`src/rtl/toy_bpu_tage_base_ctrl.sv`:
```
// TAGE base-table controller: initialises the table, then serves lookups and read-modify-write training updates.
// Lookup response one cycle after accept; each update takes three cycles and blocks new updates until done.
// Lookups and updates share one single-port table; a starvation guard makes a waiting update win every fourth cycle.
module toy_bpu_tage_base_ctrl #(
    parameter int INDEX_W = 4,
    parameter int CTR_W   = 2
) (
    input  logic               clk,
    input  logic               rst,
    input  logic               lkp_vld,
    input  logic [INDEX_W-1:0] lkp_idx,
    output logic               lkp_rdy,
    output logic               lkp_rsp_vld,
    output logic [CTR_W-1:0]   lkp_rsp_ctr,
    output logic               lkp_rsp_taken,
    input  logic               upd_vld,
    input  logic [INDEX_W-1:0] upd_idx,
    input  logic               upd_taken,
    output logic               upd_rdy,
    output logic               tbl_req_vld,
    output logic               tbl_req_wren,
    output logic [INDEX_W-1:0] tbl_req_addr,
    output logic [CTR_W-1:0]   tbl_req_wdata,
    input  logic [CTR_W-1:0]   tbl_ack_rdata,
    output logic               init_done
);
    localparam logic [CTR_W-1:0]   WEAK_NT   = {1'b0, {(CTR_W-1){1'b1}}};
    localparam logic [CTR_W-1:0]   CTR_MAX   = '1;
    localparam logic [INDEX_W-1:0] ADDR_LAST = '1;

    typedef enum logic [1:0] {INIT, IDLE, RD_WAIT, WRITE} state_t;

    state_t             state;
    logic [INDEX_W-1:0] init_addr;
    logic [INDEX_W-1:0] upd_idx_q;
    logic               upd_taken_q;
    logic [CTR_W-1:0]   new_ctr_q;
    logic [CTR_W-1:0]   new_ctr;
    logic [2:0]         starve_cnt;
    logic               fwd_q;
    logic               starve;
    logic               lkp_fire;
    logic               upd_fire;

    // Rdy is masked while rst is high so nothing is accepted on the reset edge.
    assign starve   = (state == IDLE) && upd_vld && (starve_cnt >= 3'd3);
    assign lkp_rdy  = !rst && ((state == IDLE) || (state == RD_WAIT)) && !starve;
    assign upd_rdy  = !rst && (state == IDLE) && (!lkp_vld || starve);
    assign lkp_fire = lkp_vld && lkp_rdy;
    assign upd_fire = upd_vld && upd_rdy;

    always_comb begin
        new_ctr = tbl_ack_rdata;
        if (upd_taken_q) begin
            if (tbl_ack_rdata != CTR_MAX) new_ctr = tbl_ack_rdata + CTR_W'(1);
        end else begin
            if (tbl_ack_rdata != '0) new_ctr = tbl_ack_rdata - CTR_W'(1);
        end
    end

    always_comb begin
        tbl_req_vld   = 1'b0;
        tbl_req_wren  = 1'b0;
        tbl_req_addr  = '0;
        tbl_req_wdata = '0;
        if (!rst) begin
            if (state == INIT) begin
                tbl_req_vld   = 1'b1;
                tbl_req_wren  = 1'b1;
                tbl_req_addr  = init_addr;
                tbl_req_wdata = WEAK_NT;
            end else if (state == WRITE) begin
                tbl_req_vld   = 1'b1;
                tbl_req_wren  = 1'b1;
                tbl_req_addr  = upd_idx_q;
                tbl_req_wdata = new_ctr_q;
            end else if (lkp_fire) begin
                tbl_req_vld  = 1'b1;
                tbl_req_addr = lkp_idx;
            end else if (upd_fire) begin
                tbl_req_vld  = 1'b1;
                tbl_req_addr = upd_idx;
            end
        end
    end

    // A lookup hitting the in-flight update's index returns the freshly computed counter.
    assign lkp_rsp_ctr   = fwd_q ? new_ctr_q : tbl_ack_rdata;
    assign lkp_rsp_taken = lkp_rsp_ctr[CTR_W-1];

    always_ff @(posedge clk) begin
        if (rst) begin
            state       <= INIT;
            init_addr   <= '0;
            starve_cnt  <= '0;
            lkp_rsp_vld <= 1'b0;
            init_done   <= 1'b0;
            fwd_q       <= 1'b0;
            upd_idx_q   <= '0;
            upd_taken_q <= 1'b0;
            new_ctr_q   <= '0;
        end else begin
            lkp_rsp_vld <= lkp_fire;
            fwd_q       <= lkp_fire && (state == RD_WAIT) && (lkp_idx == upd_idx_q);
            case (state)
                INIT: begin
                    init_addr <= init_addr + INDEX_W'(1);
                    if (init_addr == ADDR_LAST) begin
                        state     <= IDLE;
                        init_done <= 1'b1;
                    end
                end
                IDLE: begin
                    if (upd_fire) begin
                        upd_idx_q   <= upd_idx;
                        upd_taken_q <= upd_taken;
                        starve_cnt  <= '0;
                        state       <= RD_WAIT;
                    end else if (upd_vld) begin
                        if (starve_cnt != 3'd7) starve_cnt <= starve_cnt + 3'd1;
                    end else begin
                        starve_cnt <= '0;
                    end
                end
                RD_WAIT: begin
                    new_ctr_q <= new_ctr;
                    state     <= WRITE;
                end
                WRITE: state <= IDLE;
                default: state <= INIT;
            endcase
        end
    end
endmodule

```
`config.mk`:
```
export PLATFORM = sky130hd
export DESIGN_NAME = toy_bpu_tage_base_ctrl
export DESIGN_NICKNAME = d
export VERILOG_FILES = /design/src/rtl/toy_bpu_tage_base_ctrl.sv
export SDC_FILE = /design/constraint.sdc
export NUM_CORES = 1
export LEC_CHECK = 0
export CAP_MARGIN = 20
export CORE_ASPECT_RATIO = 1.25
export CORE_MARGIN = 4
export CORE_UTILIZATION = 45
export CTS_CLUSTER_DIAMETER = 50
export CTS_CLUSTER_SIZE = 14
export DETAILED_ROUTE_END_ITERATION = 7
export DONT_BUFFER_PORTS = 1
export PLACE_DENSITY = 0.63
export SLEW_MARGIN = 20
export SYNTH_ARGS = -nofsm -noshare
export SYNTH_HDL_FRONTEND = slang
export SYNTH_SLANG_ARGS = --single-unit
```
`constraint.sdc`:
```
create_clock -name clk -period 2.92 [get_ports clk]
set_input_delay 0.438 -clock clk [delete_from_list [all_inputs] [get_ports clk]]
set_output_delay 0.438 -clock clk [all_outputs]
set_load 0.02 [all_outputs]
```
==> results.json <==
{
  "hold_path.class": "input port to register",
  "rr_worst_depth": 8,
  "cts_root_buf": "clkbuf_4",
  "antenna_found_initial": 0,
  "wl_per_cell_microns": 15.2,
  "fin_skew_ns": 0.00231,
  "final.fill_count": 249,
  "setup-violations-final": 0,
  "cts_tree": "done",
  "synth_top_area_share_pct": 32.1,
  "grt_util_met1_pct": 19.4,
  "syn_inst": 136,
  "synth_area_sq_um": 1190,
  "gp_congestion": 0.779,
  "clock_latency_ns": 0.29,
  "syn-num-nets": 159,
  "grt_use_met3_pct": 4.31,
  "totalPowerFinal_w": 0.000719,
  "p_leak_nw": 0.506,
  "dpl.hpwl_mm": 2.03,
  "io_buffer_count": 0,
  "cts_buffer_depth": 2,
  "final_core_util_pct": 51.6,
  "dr.pass1.iters": 4,
  "status": "complete, no violations",
  "wirelength_mm": 2.63,
  "met2_usage_pct": 27.6,
  "worst_pin_slew_ns": 0.538,
  "coreArea_sq_um": 2480,
  "layout-drive-gt1-share_pct": 17.1,
  "max_cap_violations": 0,
  "regArea_sq_um": 380,
  "drtIter0Drc": 23,
  "cts_buffers": 3,
  "final_nets": 164,
  "postSynthAreaPerCell_sq_um": 8.72,
  "cts_setup_buffers": 0,
  "grt_busiest_layer": "met2",
  "synth_commonest_cells": "dfxtp_1 (19), nor2_1 (19), a21oi_1 (11)",
  "fin_crit_ns": 2.72,
  "initial_core_util_pct": 47.9,
  "die_h_microns": 65.4,
  "viasPerCell": 5.62,
  "multi_input_area_sq_um": 731,
  "num_antenna_cells": 0,
  "grt_max_degree": 27,
  "gr-usage-all-layers_pct": 16.4,
  "grt-ovfl-total": 0,
  "cts.reportedPaths.clkPinSlew_ns": 0.11,
  "finalMaxSlewViolations": 0,
  "yosysUniqueCellTypes": 38,
  "cts.sinks": 19,
  "fin_hold_ws_ns": 0.199,
  "rsz0062_at_grt": "false",
  "grt_pass1_wl_mm": 4.30,
  "synth_seq_cells": 19,
  "antenna_left": 0,
  "cp-start-kind": "register",
  "synthFlopType": "dfxtp_1",
  "drcViolationCount": 0,
  "cts_resized": 0,
  "whs_path_depth": 1,
  "synth_edf_count": 0,
  "grt_pass1_vias": 961,
  "fin_crit_sh_pct": 93.3,
  "crit_chain": "ha_1 > ha_1 > a211oi_2 > a211oi_4 > buf_4 > a221oi_1 > nor3_1 > buf_4",
  "yosys_warnings": 0,
  "ir_worst_vdd_mv": 0.302,
  "pwr_density_cell_nw_per_um2": 563,
  "ios": 30,
  "slew-limit-headroom_pct": 64.0,
  "critical_path_class": "register to primary output",
  "cpPeakStageDelay_ns": 0.42,
  "ys_seq_area_share_pct": 32.1,
  "worstPathArrival_ns": 2.29,
  "syn_to_final_growth_pct": 7.70,
  "dieArea_sq_um": 3530,
  "cp_max_fo": 8,
  "hold_viol": 0,
  "dr_total_vias": 973,
  "tns_ns": 0,
  "rows": 20,
  "cts-htree-levels": 1,
  "die_x_microns": 53.9,
  "end_kind": "primary output",
  "cts_hold_buf": 0,
  "synth_area_leaders": "dfxtp_1 (32%), ha_1 (8.4%), nor2_1 (6.0%)",
  "async_flop_share_pct": 0,
  "slowest_stage": "a211oi_2",
  "yosysTopAreaCell": "dfxtp_1",
  "fmax_mhz": 367,
  "required_ns": 2.48
}
-- flip-flops by register name (all words and copies together), names as in the netlist --
signal / cells
upd_idx_q: 4
state: 2
upd_taken_q: 1
lkp_rsp_vld: 1
fwd_q: 1
starve_cnt: 3
init_addr: 4
new_ctr_q: 2
init_done: 1
-- report_power, final --
group	switching [W]	internal [W]	leakage [nW]	total, W
logic	0.000160	0.000114	0.335	0.000274
clock network	0.0000833	0.0000509	0.0177	0.000134
registers	0.0000278	0.000283	0.154	0.000311
-- layout make-up --
class	count	share of cell area (%)
sequential	19	29.8
clock inverter	1	0.392
clock buffer	3	1.76
multi-input combinational	99	57.2
timing repair buffer	8	4.70
tap	33	3.23
inverter	10	2.94
-- path summary, 6_finish.rpt --
kind	from	endpoint	slack [ns]
max	starve_cnt[0]	tbl_req_addr[2]	0.20
max reg2reg	starve_cnt[0]	upd_taken_q	0.95
min	rst	init_addr[1]	0.20
min reg2reg	new_ctr_q[1]	new_ctr_q[1]	0.53
-- logic make-up (layout without fill, tap and decap cells) --
logic type	Yosys count	count (layout)	synth area share, %
compound gates	32	32	21.8
xor+xnor	7	7	5.17
fa+ha+maj	8	8	8.44
buf+inv	18	22	6.33
flops	19	19	32.1
mux	10	10	8.76
simple gates	42	42	17.4
-- layer usage --
layer,wire [microns],vias to the layer above
met5,0,-
met1,1090,456
met3,219,2
met4,21,0
met2,1300,25
li1,-,490
-- through the flow --
stage | instances | worst slack (ns) | instance area, sq um
4_1_cts | 169 | 0.105 | 1250
3_3_place_gp | 165 | 0.523 | 1220
6_report | 173 | 0.195 | 1280
5_1_grt | 173 | 0.00442 | 1280
3_5_place_dp | 165 | 0.463 | 1220
2_1_floorplan | 136 | 0.465 | 1190
-- worst max-delay path: cells and delay by family (launching register included) --
family                     cells  cell delay [ns]
adders and majority gates      2             0.44
DFF                            1             0.36
AOI/OAI and AO/OA              3             0.78
buffers and inverters          2             0.34
and+or+nand+nor                1             0.08
-- layout by cell type (no fill, tap or decap), types with 3 or more instances in the layout --
cell type	netlist	routed
nor2_1	19	19
dfxtp_1	19	19
a21oi_1	11	11
inv_1	10	10
ha_1	8	8
buf_4	1	8
mux2i_1	7	7
nor3_1	6	6
nand2_1	5	5
xor2_1	5	5
a221oi_1	4	4
mux2_2	3	3
nand3_1	3	3
clkbuf_4	0	3
No activity file was read; power rests on OpenSTA's default activity.
